$ cat config.mk
export PLATFORM = sky130hd
export DESIGN_NAME = mem_controller
export DESIGN_NICKNAME = d
export VERILOG_FILES = /design/src/rtl/mem_controller.sv
export SDC_FILE = /design/constraint.sdc
export NUM_CORES = 1
export LEC_CHECK = 0
export ABC_CLOCK_PERIOD_IN_PS = 2800
export CAP_MARGIN = 5
export CORE_MARGIN = 10
export CORE_UTILIZATION = 35
export CTS_CLUSTER_DIAMETER = 30
export DETAILED_ROUTE_END_ITERATION = 16
export GPL_TIMING_DRIVEN = 0
export PLACE_DENSITY_LB_ADDON = 0.12
export SLEW_MARGIN = 0
export SYNTH_ARGS = -nofsm -noshare
export SYNTH_HDL_FRONTEND = slang
export SYNTH_SLANG_ARGS = --single-unit
$ cat constraint.sdc
create_clock -name clk -period 2.8 [get_ports clk]
set_input_delay 0.56 -clock clk [delete_from_list [all_inputs] [get_ports clk]]
set_output_delay 0.56 -clock clk [all_outputs]
set_load 0.01 [all_outputs]
$ cat src/rtl/mem_controller.sv
`default_nettype none
// ============================================================================
// Module  : mem_controller
// Brief   : Round-robin arbiter sharing one memory read/write port among LSUs.
// Rev     : 1.0 - initial release
// ============================================================================
module mem_controller #(
   parameter int NUM_CONSUMERS = 4,
   parameter int ADDR_BITS     = 8,
   parameter int DATA_BITS     = 8
) (
   input  logic                               clk,
   input  logic                               reset,
   input  logic [NUM_CONSUMERS-1:0]           consumer_read_valid,
   input  logic [NUM_CONSUMERS*ADDR_BITS-1:0] consumer_read_addr,
   output logic [NUM_CONSUMERS-1:0]           consumer_read_ready,
   output logic [NUM_CONSUMERS*DATA_BITS-1:0] consumer_read_data,
   input  logic [NUM_CONSUMERS-1:0]           consumer_write_valid,
   input  logic [NUM_CONSUMERS*ADDR_BITS-1:0] consumer_write_addr,
   input  logic [NUM_CONSUMERS*DATA_BITS-1:0] consumer_write_data,
   output logic [NUM_CONSUMERS-1:0]           consumer_write_ready,
   output logic                               mem_read_valid,
   output logic [ADDR_BITS-1:0]               mem_read_addr,
   input  logic                               mem_read_ready,
   input  logic [DATA_BITS-1:0]               mem_read_data,
   output logic                               mem_write_valid,
   output logic [ADDR_BITS-1:0]               mem_write_addr,
   output logic [DATA_BITS-1:0]               mem_write_data,
   input  logic                               mem_write_ready
);
   localparam int                    c_PTR_BITS = (NUM_CONSUMERS > 1) ? $clog2(NUM_CONSUMERS) : 1;
   localparam logic [c_PTR_BITS:0]   c_NUM      = (c_PTR_BITS + 1)'(NUM_CONSUMERS);
   localparam logic [c_PTR_BITS-1:0] c_LAST     = c_PTR_BITS'(NUM_CONSUMERS - 1);

   typedef enum logic [2:0] {
      IDLE        = 3'd0,
      READ_WAIT   = 3'd1,
      WRITE_WAIT  = 3'd2,
      READ_RELAY  = 3'd3,
      WRITE_RELAY = 3'd4
   } state_t;

   state_t                r_state;
   state_t                w_state_next;
   logic [c_PTR_BITS-1:0] r_rr_ptr;
   logic [c_PTR_BITS-1:0] r_grant;
   logic [c_PTR_BITS-1:0] w_gidx;
   logic [c_PTR_BITS-1:0] w_idx;
   logic [c_PTR_BITS-1:0] w_next_ptr;
   logic [c_PTR_BITS:0]   w_sum;
   logic                  w_found;
   logic                  w_gread;
   logic                  w_g_rvalid;
   logic                  w_g_wvalid;

   // Descending scan so the lowest offset from rr_ptr is the last (winning) assignment.
   always_comb begin
      w_found = 1'b0;
      w_gread = 1'b0;
      w_gidx  = '0;
      w_sum   = '0;
      w_idx   = '0;
      for (int k = NUM_CONSUMERS - 1; k >= 0; k--) begin
         w_sum = {1'b0, r_rr_ptr} + (c_PTR_BITS + 1)'(k);
         if (w_sum >= c_NUM) begin
            w_sum = w_sum - c_NUM;
         end
         w_idx = w_sum[c_PTR_BITS-1:0];
         if (consumer_read_valid[w_idx] || consumer_write_valid[w_idx]) begin
            w_found = 1'b1;
            w_gidx  = w_idx;
            w_gread = consumer_read_valid[w_idx];
         end
      end
   end

   assign w_next_ptr = (w_gidx == c_LAST) ? '0 : w_gidx + 1'b1;
   assign w_g_rvalid = consumer_read_valid[r_grant];
   assign w_g_wvalid = consumer_write_valid[r_grant];

   always_ff @(posedge clk or negedge reset) begin
      if (!reset) begin
         r_state <= IDLE;
      end else begin
         r_state <= w_state_next;
      end
   end

   always_comb begin
      w_state_next = r_state;
      case (r_state)
         IDLE: begin
            if (w_found) begin
               w_state_next = w_gread ? READ_WAIT : WRITE_WAIT;
            end
         end
         READ_WAIT:   if (mem_read_ready)  w_state_next = READ_RELAY;
         WRITE_WAIT:  if (mem_write_ready) w_state_next = WRITE_RELAY;
         READ_RELAY:  if (!w_g_rvalid)     w_state_next = IDLE;
         WRITE_RELAY: if (!w_g_wvalid)     w_state_next = IDLE;
         default:     w_state_next = IDLE;
      endcase
   end

   // Memory-side and consumer-side outputs are registered; they change only with the FSM.
   always_ff @(posedge clk or negedge reset) begin
      if (!reset) begin
         r_rr_ptr             <= '0;
         r_grant              <= '0;
         mem_read_valid       <= 1'b0;
         mem_read_addr        <= '0;
         mem_write_valid      <= 1'b0;
         mem_write_addr       <= '0;
         mem_write_data       <= '0;
         consumer_read_ready  <= '0;
         consumer_write_ready <= '0;
         consumer_read_data   <= '0;
      end else begin
         case (r_state)
            IDLE: begin
               if (w_found) begin
                  r_grant  <= w_gidx;
                  r_rr_ptr <= w_next_ptr;
                  if (w_gread) begin
                     mem_read_valid <= 1'b1;
                     mem_read_addr  <= consumer_read_addr[w_gidx*ADDR_BITS +: ADDR_BITS];
                  end else begin
                     mem_write_valid <= 1'b1;
                     mem_write_addr  <= consumer_write_addr[w_gidx*ADDR_BITS +: ADDR_BITS];
                     mem_write_data  <= consumer_write_data[w_gidx*DATA_BITS +: DATA_BITS];
                  end
               end
            end
            READ_WAIT: begin
               if (mem_read_ready) begin
                  consumer_read_data[r_grant*DATA_BITS +: DATA_BITS] <= mem_read_data;
                  consumer_read_ready[r_grant] <= 1'b1;
                  mem_read_valid               <= 1'b0;
               end
            end
            WRITE_WAIT: begin
               if (mem_write_ready) begin
                  consumer_write_ready[r_grant] <= 1'b1;
                  mem_write_valid               <= 1'b0;
               end
            end
            READ_RELAY: begin
               if (!w_g_rvalid) begin
                  consumer_read_ready <= '0;
               end
            end
            WRITE_RELAY: begin
               if (!w_g_wvalid) begin
                  consumer_write_ready <= '0;
               end
            end
            default: ;
         endcase
      end
   end

endmodule
`default_nettype wire

==> flow_summary.yaml <==
status:
  status: "complete, no violations"
cts:
  htree_levels: 3
  ctsHoldBuffers: 0
  cts_buffers: 9
  cts_sinks: 73
  cts_tree: "yes"
  worstSkewPairLatency_ns: 0.33
  cts_buffer_depth: 2
  clkTransAtPathRegs_ns: 0.06
  ctsRootBufferMaster: "clkbuf_16"
critical_path:
  crit_slowest_cell: "or3b_2"
  cpLargestDelayFamily: "simple AND/OR/NAND/NOR gates"
  end_kind: "flop"
  setup.worst_path.start_class: "input port"
  critical-path-top-cell-by-count: "buf_6"
  cp_data_arrival_time_ns: 2.92
  path_max_fanout: 10
  crit_path_cell_trace: "dlygate4sd2_1, or3b_2, a211o_1, or3_1, o311a_1, buf_6, buf_4, buf_6, a211oi_2, o31ai_2"
  worstPathRequired_ns: 3.00
  critical_path_class: "input port to flop"
  cpPeakStageDelay_ns: 0.48
  cp_num_buf_inv: 4
yosys:
  netlist_area_um2: 4430
  synth_nets: 582
  synth_common_cells: "nand2_1, dfrtp_1, o21ai_0, a21boi_0, a211oi_1"
  synthTopCellsByArea: "dfrtp_1, nand2_1, a21boi_0"
  synth_cells: 457
  synth-seq-cells: 73
  yosys_warnings: 0
  synth_edf_count: 0
  async_flop_share_pct: 100
  ys.flop_type: "dfrtp_1"
  seq_area_frac_synth_pct: 41.2
  synth_most_common_cell: "nand2_1"
  synth_top_cell_by_area: "dfrtp_1"
  yosysUniqueCellTypes: 51
  avgSynthCellArea_um2: 9.69
  synth_top_cell_area_share_pct: 41.2
power_and_ir_drop:
  power_mw: 7.18
  powerDensity_nw_per_um2: 1040
  ir_drop_mv: 0.457
  p_leak_nw: 2.76
routing:
  ant_nets: 0
  drt-total-wl_um: 15600
  drc: 0
  drtPass1Iterations: 4
  vias: 4254
  vias_per_cell: 5.11
  wl_per_cell_um: 18.7
  drt_iter0_markers: 136
sta:
  finClkSkew_ns: 0.0112
  worstMarginPinSlew_ns: 1.02
  fin_crit_ns: 2.72
  hold_violations: 0
  setup_viol_count_final: 0
  drv_slew: 0
  post-route-period-util_pct: 97.0
  slew_headroom_pct: 31.3
  grt_setup_unrepaired: "false"
  worst_slack_ns: 0.0838
  fmax_mhz: 368
grt:
  grt.overflow.total: 0
  grt_usage_pct: 17.2
  grt_max_degree: 43
  grt_pass1_wl_um: 24700
  grt_pass1_vias: 4669
  antenna_found_initial: 0
hold_path:
  hold_class: "input port to asynchronous set/reset pin"
finish:
  areaGrowthSynthToFinish_pct: 55.7
  fin_area_um2: 6900
  num_antenna_cells: 0
  final_util_pct: 55.1
  layout.nets: 781
  drive_above_1_share_pct: 15.9
floorplanning:
  rows: 41
  start_util_pct: 35.4
  fp.dieW_um: 133
  core_area_um2: 12500
  die_h_um: 133
  die_area_um2: 17600
  io_pins: 182
placed_design:
  gp_congestion: 0.867
  place_area_um2: 6470
  hpwlAfterDp_um: 12300
  post-place-ws_ns: -0.784
  port_buffers: 181
run:
  drv_cap: 0
## path summary, 6_finish.rpt
path                                         from                       to  slack (ns)  cells after the start
setup / recovery           consumer_read_valid[1]        mem_write_addr[1]        0.08                     10
hold reg to reg             consumer_read_data[3]    consumer_read_data[3]        0.48                      2
max in group asynchronous                   reset   consumer_read_data[24]        2.08                      2
hold / removal                              reset  consumer_write_ready[0]        0.16                      1
setup reg to reg                      r_rr_ptr[1]        mem_write_addr[1]        0.08                     10
min in group clk            consumer_read_data[3]    consumer_read_data[3]        0.48                      2
## where the power goes
group / leakage, nW / switching (mW) / internal [mW] / total, mW
sequential: 0.934 / 0.271 / 1.45 / 1.72
clock: 0.153 / 0.478 / 0.788 / 1.27
combinational: 1.68 / 2.26 / 1.93 / 4.19
## what timing repair did
action / 4_1_cts / 5_1_grt
gates resized for setup: 23 / 23
pin swaps: 4 / 5
cloned: 0 / 0
endpoints found under the setup margin: 28 / 27
buffers inserted: 5 / 2
## worst register-to-register path: cells and delay by family, from the launching register on
kind / cells / cell delay, ns
buffers and inverters: 4 / 0.64
and+or+nand+nor: 2 / 0.76
DFF: 1 / 0.44
AOI/OAI and AO/OA: 4 / 0.74
## layout make-up
type	instances	area, um2
Buffer	29	169
Clock buffer	9	225
Clock inverter	7	101
Fill cell	1178	5620
Inverter	7	38.8
Multi-Input combinational cell	347	2460
Sequential cell	73	1830
Tap cell	172	215
Timing Repair Buffer	189	1860
## cell families (layout without fill, tap and decap cells)
family | Yosys count | after routing | synth area share, %
compound gates | 156 | 156 | 27.4
buf+inv | 37 | 241 | 4.55
xor+xnor | 1 | 1 | 0.198
simple gates | 152 | 152 | 15.5
flops | 73 | 73 | 41.2
fa+ha+maj | 9 | 9 | 2.54
mux | 29 | 29 | 8.59
## cell usage in the layout, fill, tap and decap left out, types with 13 or more instances in the layout
master and n:
a211oi_1 19, a21boi_0 32, a21oi_1 13, clkdlybuf4s50_1 172, dfrtp_1 71, mux2i_1 19, nand2_1 106, nor2_1 13
o21ai_0 41
## sequential cells by signal, indices dropped and copies added (netlist names)
signal,flops
consumer_read_data,32
consumer_read_ready,4
consumer_write_ready,4
mem_read_addr,8
mem_read_valid,1
mem_write_addr,8
mem_write_data,8
mem_write_valid,1
r_grant,2
r_rr_ptr,2
r_state,3
## per-stage QoR
| step | TNS (ns) | std cells | hold WS (ns) |
|---|---|---|---|
| 3_3_place_gp | -120.63 | 810 | 0.460 |
| 6_report | 0 | 833 | 0.164 |
| 4_1_cts | 0 | 832 | 0.189 |
| 3_5_place_dp | -18.26 | 811 | 0.467 |
| 2_1_floorplan | 0 | 457 | 0.264 |
| 5_1_grt | 0 | 833 | 0.208 |
## routing by layer
layer | vias up | part of all wire [%] | GRT usage (%)
li1 | 2058 | - | -
met1 | 2018 | 41 | 20.1
met2 | 163 | 47 | 27.9
met3 | 15 | 10 | 7.80
met4 | 0 | 1.3 | 4.95
met5 | - | 0 | 0
Note: power is estimated with default switching activity, not from simulation.
